File: src/rtl/button_bcd_counter_if.sv
// rtl/button_bcd_counter_if.sv - button/control inputs and BCD digit outputs of one counter stage
interface button_bcd_counter_if;
  logic       button;
  logic       enable;
  logic       clear;
  logic [3:0] bcd;
  logic       press;
  logic       carry;

  modport master (output button, enable, clear, input bcd, press, carry);
  modport slave  (input button, enable, clear, output bcd, press, carry);
endinterface

File: src/rtl/button_bcd_counter.sv
// rtl/button_bcd_counter.sv - synchronised, debounced push button advancing one cascadable BCD digit
module button_bcd_counter #(
  parameter int DEBOUNCE_CYCLES = 4,
  parameter int CNT_W           = 20
) (
  input logic                clk,
  input logic                rst,
  button_bcd_counter_if.slave bus
);

  localparam logic [1:0] S_RELEASED     = 2'd0;
  localparam logic [1:0] S_PRESS_WAIT   = 2'd1;
  localparam logic [1:0] S_HELD         = 2'd2;
  localparam logic [1:0] S_RELEASE_WAIT = 2'd3;

  localparam logic [CNT_W-1:0] C_LAST = CNT_W'(DEBOUNCE_CYCLES - 1);

  logic             r_sync1;
  logic             r_sync2;
  logic [1:0]       r_state;
  logic [CNT_W-1:0] r_dcnt;
  logic [3:0]       r_bcd;
  logic             r_press;
  logic             r_carry;

  logic [1:0]       w_state_nx;
  logic [CNT_W-1:0] w_dcnt_nx;
  logic             w_accept;

  // Both stages reset to 1 so reset never looks like a press
  always_ff @(posedge clk or posedge rst) begin
    if (rst) begin
      r_sync1 <= 1'b1;
      r_sync2 <= 1'b1;
    end else begin
      r_sync1 <= bus.button;
      r_sync2 <= r_sync1;
    end
  end

  assign w_accept = (r_state == S_PRESS_WAIT) && !r_sync2 && (r_dcnt == C_LAST);

  always_comb begin
    w_state_nx = r_state;
    w_dcnt_nx  = r_dcnt;
    case (r_state)
      S_RELEASED: begin
        if (!r_sync2) begin
          w_state_nx = S_PRESS_WAIT;
          w_dcnt_nx  = '0;
        end
      end
      S_PRESS_WAIT: begin
        if (r_sync2)                w_state_nx = S_RELEASED;
        else if (r_dcnt == C_LAST)  w_state_nx = S_HELD;
        else                        w_dcnt_nx  = r_dcnt + 1'b1;
      end
      S_HELD: begin
        if (r_sync2) begin
          w_state_nx = S_RELEASE_WAIT;
          w_dcnt_nx  = '0;
        end
      end
      default: begin
        if (!r_sync2)               w_state_nx = S_HELD;
        else if (r_dcnt == C_LAST)  w_state_nx = S_RELEASED;
        else                        w_dcnt_nx  = r_dcnt + 1'b1;
      end
    endcase
  end

  always_ff @(posedge clk or posedge rst) begin
    if (rst) begin
      r_state <= S_RELEASED;
      r_dcnt  <= '0;
    end else begin
      r_state <= w_state_nx;
      r_dcnt  <= w_dcnt_nx;
    end
  end

  // Any out-of-range digit reloads 0 on the next press instead of counting up
  always_ff @(posedge clk or posedge rst) begin
    if (rst) begin
      r_bcd   <= 4'd0;
      r_press <= 1'b0;
      r_carry <= 1'b0;
    end else begin
      r_press <= w_accept;
      r_carry <= 1'b0;
      if (bus.clear) begin
        r_bcd <= 4'd0;
      end else if (w_accept && bus.enable) begin
        if (r_bcd >= 4'd9) r_bcd <= 4'd0;
        else               r_bcd <= r_bcd + 4'd1;
        r_carry <= (r_bcd == 4'd9);
      end
    end
  end

  assign bus.bcd   = r_bcd;
  assign bus.press = r_press;
  assign bus.carry = r_carry;

endmodule

File: src/flat_wrapper.sv
// flat-port wrapper written by rule: the top's interface ports become plain ports
module button_bcd_counter_flat 
#(
  parameter int DEBOUNCE_CYCLES = 4,
  parameter int CNT_W           = 20
)
  (clk, rst, bus_button, bus_enable, bus_clear, bus_bcd, bus_press, bus_carry);
  button_bcd_counter_if bus_i ();
  input logic clk;
  input logic rst;
  input wire logic [$bits(bus_i.button)-1:0] bus_button;
  input wire logic [$bits(bus_i.enable)-1:0] bus_enable;
  input wire logic [$bits(bus_i.clear)-1:0] bus_clear;
  output wire logic [$bits(bus_i.bcd)-1:0] bus_bcd;
  output wire logic [$bits(bus_i.press)-1:0] bus_press;
  output wire logic [$bits(bus_i.carry)-1:0] bus_carry;
  assign bus_i.button = bus_button;
  assign bus_i.enable = bus_enable;
  assign bus_i.clear = bus_clear;
  assign bus_bcd = bus_i.bcd;
  assign bus_press = bus_i.press;
  assign bus_carry = bus_i.carry;
  button_bcd_counter #(.DEBOUNCE_CYCLES(DEBOUNCE_CYCLES), .CNT_W(CNT_W)) u_core (.clk(clk), .rst(rst), .bus(bus_i));
endmodule
File: config.mk
export PLATFORM = sky130hd
export DESIGN_NAME = button_bcd_counter_flat
export DESIGN_NICKNAME = d
export VERILOG_FILES = /design/src/rtl/button_bcd_counter_if.sv /design/src/rtl/button_bcd_counter.sv /design/src/flat_wrapper.sv
export SDC_FILE = /design/constraint.sdc
export NUM_CORES = 1
export LEC_CHECK = 0
export CAP_MARGIN = 20
export CORE_MARGIN = 2
export CORE_UTILIZATION = 44
export DETAILED_ROUTE_END_ITERATION = 12
export GPL_TIMING_DRIVEN = 0
export HOLD_SLACK_MARGIN = 0.08
export PLACE_DENSITY = 0.6
export SYNTH_ARGS = -nofsm -noshare
export SYNTH_HDL_FRONTEND = slang
export SYNTH_SLANG_ARGS = --single-unit
File: constraint.sdc
create_clock -name clk -period 2.1 [get_ports clk]
set_input_delay 0.525 -clock clk [delete_from_list [all_inputs] [get_ports clk]]
set_output_delay 0.525 -clock clk [all_outputs]
set_load 0.02 [all_outputs]
==> impl_metrics.csv, run 1 <==
group,metric,value,unit
run_status,outcome,"finished, final reports clean",
sta,final.period_utilization,95.1,%
sta,hold_viol_final,0,
floorplanning,die_area,4320,µm²
flow_run,max_cap_viol_count,0,
yosys,yosysWarnings,0,
yosys,synth-seq-cells,30,
yosys,synth_ff_type,"dfrtp_1",
detailed_routing,routedWlPerCell,15.1,µm
floorplanning,die_x,65.7,µm
yosys,synth_commonest_cells,"28 x dfrtp_1, 19 x nand2_1, 12 x nor2_1, 11 x a22o_1",
yosys,syn_inst,182,
final_layout,area_growth,22.1,%
setup_path,crit_type,"flip-flop to flip-flop",
clocking,clk_latency,0.29,ns
detailed_routing,dr.pass1.iters,4,
pwr,p_per_area,890,nW/µm²
yosys,synth.largest_area_cell,"dfrtp_1",
clocking,htree_levels,2,
yosys,syn_area_per_cell,9.21,µm²
yosys,yosysMostFrequentCell,"dfrtp_1",
detailed_routing,drtAntennaViolNets,0,
yosys,synth_edf_count,0,
final_layout,diodes,0,
sta,fmax,501,MHz
final_layout,utilization,55.9,%
clocking,cts_inserted_buffers,5,
yosys,synth-async-reset-ratio,100,%
placement,dpl_cell_area,1860,µm²
setup_path,crit_path_end_kind,"flip-flop",
yosys,netlist_area,1680,µm²
floorplanning,top_level_ports,11,
floorplanning,num_rows,22,
sta,clock_skew,0.00423,ns
detailed_routing,vias_per_cell,5.86,
detailed_routing,wl,3.85,mm
pwr,cellLeakagePower,0.902,nW
final_layout,drive_above_1_share,17.9,%
placement,dpl.hpwl,2.68,mm
setup_path,worstPathRequired,2.27,ns
floorplanning,initial_core_util,45.8,%
global_route,gr-usage-all-layers,20.1,%
min_path,hold_path_depth,0,
setup_path,cp_max_fo,10,
clocking,clockRootBuffer,"clkbuf_8",
sta,period_minus_slack,2.00,ns
clocking,cts_tree,"built",
setup_path,critPathArrivalTime,2.17,ns
min_path,hp-class,"flip-flop to flip-flop",
sta,slew_viol_final,0,
global_route,antenna_found_initial,0,
floorplanning,die_y,65.7,µm
setup_path,reg2reg_setup_slack,0.10,ns
setup_path,cp-start-kind,"flip-flop",
pwr,ir_drop,0.613,mV
final_layout,nets,215,
clocking,clock-sinks,30,
floorplanning,core-area,3660,µm²
sta,setup_viol,0,
setup_path,r2r_cells,6,
sta,holdWs,0.356,ns
sta,tightest_slew,0.537,ns
final_layout,fin_area,2050,µm²
yosys,synth_top_area_share,41.8,%
yosys,syn-num-nets,191,
sta,rsz0062_at_grt,"true",
clocking,clockBufferDepth,2,
detailed_routing,route.detailed.drc,0,
yosys,ys_seq_area_share,45.0,%
global_route,grt_start_max_net_pins,20,
clocking,clkTransAtPathRegs,0.06,ns
placement,gp_congestion,0.870,
yosys,synth_area_leaders,"dfrtp_1 42%, a22o_1 5.8%, nand2_1 4.3%, mux2_2 3.4%, dfstp_2 3.1%",
sta,relSlewSlack,64.2,%
global_route,grt_pass1_vias,1377,
yosys,yosys.cell_types.count,41,
global_route,grt_pass1_wl,6.67,mm
detailed_routing,vias,1495,
global_route,overflow,0,
detailed_routing,initialDrtViolationCount,69,
placement,port_buffers,10,
## layout make-up
type	count	area, µm²
buffer	9	40.0
clock buffer	5	68.8
clock inverter	3	40.0
fill	324	1620
inverter	7	26.3
multi-input combinational	136	885
sequential	30	753
tap	48	60.1
timing repair buffer	17	173
## metrics by stage
stage	TNS, ns	setup WS [ns]	cells	power [mW]
6_report	0	0.104	255	1.82
5_1_grt	-0.170	-0.0507	255	1.92
4_1_cts	0	0.00127	252	1.78
3_5_place_dp	-0.166	-0.0590	241	1.19
3_3_place_gp	-0.0675	-0.0399	240	1.17
2_1_floorplan	0	0.233	182	1.03
## placed cells by master (no fill, tap or decap), types with 5 or more instances in the layout
cell type	instances
inv_1	7
clkbuf_8	5
a21oi_1	6
nor2_1	12
nand3_1	10
dfrtp_1	28
mux2_2	5
nor3_1	8
o21ai_0	10
clkdlybuf4s50_1	10
buf_4	6
nand2_1	19
a22o_1	11
## sequential cells by signal (all words and copies together), names as in the netlist, named ones only
register	count
u_core.r_state	1
u_core.bus.press	1
u_core.bus.bcd	4
u_core.r_sync1	1
u_core.r_dcnt	20
u_core.bus.carry	1
u_core.r_sync2	1
## worst max-delay path, cell delays in order, from the launching register on
cell     delay [ns]
dfrtp_1        0.45
nand3_1        0.15
or3_1          0.42
buf_2          0.21
nor2_1         0.15
mux2_2         0.34
a22o_1         0.17
## power breakdown
group          internal, mW  total, mW  leakage [nW]  switching, mW
Sequential            0.636      0.709         0.406         0.0732
Combinational         0.207      0.534         0.438          0.327
Clock                 0.349      0.578        0.0579          0.229
## path summary, 6_finish.rpt
path,endpoint,startpoint
worst max-delay path,u_core.r_dcnt[11],u_core.r_dcnt[3]
worst min-delay path,u_core.r_sync2,u_core.r_sync1
worst max register to register,u_core.r_dcnt[11],u_core.r_dcnt[3]
worst min register to register,u_core.r_sync2,u_core.r_sync1
max in group asynchronous,u_core.r_sync1,rst
min in group asynchronous,u_core.r_dcnt[9],rst
## layer usage
layer / track usage [%] / up-vias / wire, µm
met4: 5.47 / 0 / 28
met5: 0 / - / 0
met3: 4.11 / 4 / 145
li1: - / 720 / -
met1: 27.2 / 737 / 1800
met2: 32.7 / 34 / 1880
## repair_timing
action                                  in CTS  in global routing
buffers inserted                             3                  3
pin swaps                                    2                  3
endpoints found under the setup margin       3                 15
resized for setup                            2                  9
hold buffers                                 0                  0
cloned                                       0                  0
## cell families after synthesis
family | synth area share [%]
adder cells (fa/ha/maj) | 2.99
AND/OR/NAND/NOR | 24.4
AO/OA/AOI/OAI | 17.8
flip-flops | 45.0
XOR/XNOR | 2.09
multiplexers | 3.96
buffers and inverters | 3.81
No activity file was read; power rests on OpenSTA's default activity.
==> run 2, diff against run 1 <==
Settings changed: CAP_MARGIN 20 to 10.
==> run 2 against run 1 <==
  * Combinational power fell by 2%
  * Sequential power about the same
  * First-iteration DRC count is 14% lower
  * Critical path depth unchanged
  * Count of clock-buffer cells in the layout unchanged
  * Utilization shrank 0.34 points
  * Worst setup slack better by 0.038 ns
  * Maximum frequency grew 1.9%
  * Clock power hardly changed
  * Final area decreased by 0.61%
  * Via count down 1.7%
  * Critical path type unchanged
  * Critical endpoint unchanged
  * Largest cell class unchanged
  * Largest power group unchanged
==> impl_metrics.csv, run 2 (synthesis results as in run 1) <==
group,metric,value,unit
run_status,outcome,"finished, final reports clean",
floorplanning,die_area,4320,µm²
global_route,grt_start_max_net_pins,31,
sta,period_minus_slack,1.96,ns
sta,tightest_slew,0.505,ns
floorplanning,initial_core_util,45.8,%
sta,setup_viol,0,
global_route,met2_usage,30.6,%
sta,hold_viol_final,0,
sta,fin_setup_tns,0,ns
clocking,cts_hold_buffers,0,
floorplanning,num_rows,22,
final_layout,drive_above_1_share,18.0,%
pwr,clockPowerShare,31.9,%
setup_path,r2r_cells,6,
sta,fmax,511,MHz
clocking,cts_tree,"built",
detailed_routing,routedWlPerCell,14.9,µm
sta,rsz0062_at_grt,"false",
clocking,htree_levels,2,
setup_path,worstPathRequired,2.28,ns
sta,final.period_utilization,93.3,%
sta,relSlewSlack,66.1,%
pwr,cellLeakagePower,0.893,nW
final_layout,largest-register,"u_core.r_dcnt",
clocking,clockRootBuffer,"clkbuf_8",
detailed_routing,dr.pass1.iters,4,
detailed_routing,initialDrtViolationCount,59,
final_layout,nets,213,
final_layout,largest_reg_flops,20,
pwr,p_per_area,889,nW/µm²
placement,dpl.hpwl,2.57,mm
floorplanning,die_y,65.7,µm
final_layout,diodes,0,
pwr,p_int,1.18,mW
final_layout,area_growth,21.4,%
placement,port_buffers,10,
detailed_routing,route.detailed.drc,0,
sta,clock_skew,0.00693,ns
final_layout,utilization,55.5,%
min_path,hold_path_depth,0,
clocking,clockBufferDepth,2,
clocking,cts_inserted_buffers,5,
global_route,use_met3,5.65,%
flow_run,max_cap_viol_count,0,
detailed_routing,wl,3.77,mm
clocking,clk_latency,0.29,ns
final_layout,final_cell_mix,"27 x dfrtp_1, 19 x nand2_1, 12 x nor2_1, 11 x a22o_1",
placement,gp_congestion,0.870,
detailed_routing,vias,1469,
pwr,p_switching,625,µW
setup_path,critPathArrivalTime,2.14,ns
final_layout,final_common_cell,"dfrtp_1",
global_route,antenna_found_initial,0,
clocking,clock-sinks,30,
pwr,power_frac_seq,39.3,%
global_route,busiest_layer,"met2",
clocking,clkTransAtPathRegs,0.07,ns
pwr,ir_drop,0.665,mV
detailed_routing,drtAntennaViolNets,0,
setup_path,cp_max_fo,10,
setup_path,crit_path_end_kind,"flip-flop",
sta,slew_viol_final,0,
global_route,gr-usage-all-layers,19.5,%
global_route,grt_pass1_vias,1351,
global_route,overflow,0,
min_path,hp-class,"flip-flop to flip-flop",
global_route,grt_pass1_wl,6.30,mm
pwr,p_comb_share,28.8,%
setup_path,crit_type,"flip-flop to flip-flop",
detailed_routing,vias_per_cell,5.81,
setup_path,cp-start-kind,"flip-flop",
floorplanning,die_x,65.7,µm
pwr,swShare,34.5,%
global_route,grt_use_met1,25.5,%
floorplanning,core-area,3660,µm²
floorplanning,top_level_ports,11,
==> run 2: changes by cell type in the layout (fill, tap and decap cells not counted), sizes merged <==
cell    previous run  this run
buf                9         6
clkbuf            12        13
==> run 2: what timing repair did <==
action / 4_1_cts / 5_1_grt
pin swaps: 2 / 1
hold endpoints to repair: 0 / 0
setup endpoints to repair: 3 / 11
setup buffers: 3 / 1
resized for setup: 3 / 10
==> run 2: area by class of cell <==
type / instances / area (µm²)
buffer: 9 / 41.3
clock buffer: 5 / 68.8
clock inverter: 3 / 40.0
fill: 326 / 1630
inverter: 7 / 26.3
multi-input combinational: 136 / 885
sequential: 30 / 754
tap: 48 / 60.1
timing repair buffer: 15 / 158
==> run 2: critical path, cell delays in order, from the launching register on <==
cell	delay, ns
dfrtp_1	0.45
nand3_1	0.15
or3_1	0.40
buf_2	0.20
nor2_1	0.13
mux2_2	0.34
a22o_1	0.17
==> run 2: power groups by stage <==
| stage | sequential (mW) | clock [mW] | combinational [mW] |
|---|---|---|---|
| after floorplan | 0.702 | 0 | 0.330 |
| after global placement | 0.718 | 0 | 0.453 |
| after detailed placement | 0.720 | 0 | 0.458 |
| after CTS | 0.703 | 0.587 | 0.493 |
| after global routing | 0.717 | 0.608 | 0.583 |
| final | 0.710 | 0.577 | 0.521 |
==> run 2: worst paths after layout <==
kind	from	end	slack, ns
setup / recovery	u_core.r_dcnt[2]	u_core.r_dcnt[11]	0.14
hold / removal	u_core.r_sync1	u_core.r_sync2	0.36
setup reg to reg	u_core.r_dcnt[2]	u_core.r_dcnt[11]	0.14
hold reg to reg	u_core.r_sync1	u_core.r_sync2	0.36
max in group asynchronous	rst	u_core.r_sync1	1.12
min in group asynchronous	rst	u_core.r_dcnt[9]	0.48
==> run 2: metal layers <==
layer | wire (µm) | part of all wire [%]
met1 | 1800 | 48
met2 | 1810 | 48
met3 | 109 | 2.9
met5 | 0 | 0
met4 | 47 | 1.2
==> run 2: metrics by stage <==
step	instance area (µm²)	worst slack (ns)	power, mW	hold slack (ns)	instances
2_1_floorplan	1680	0.233	1.03	0.345	182
3_3_place_gp	1840	-0.0399	1.17	0.347	240
3_5_place_dp	1840	-0.0529	1.18	0.347	240
4_1_cts	1980	0.00767	1.78	0.357	251
5_1_grt	2030	0.0108	1.91	0.361	253
6_report	2030	0.141	1.81	0.356	253
==> run 3, diff against run 2 <==
Settings changed: HOLD_SLACK_MARGIN 0.08 to not set.
==> results of run 3 <==
Same layout as run 2: the final DEF is identical, and so are final timing and power.
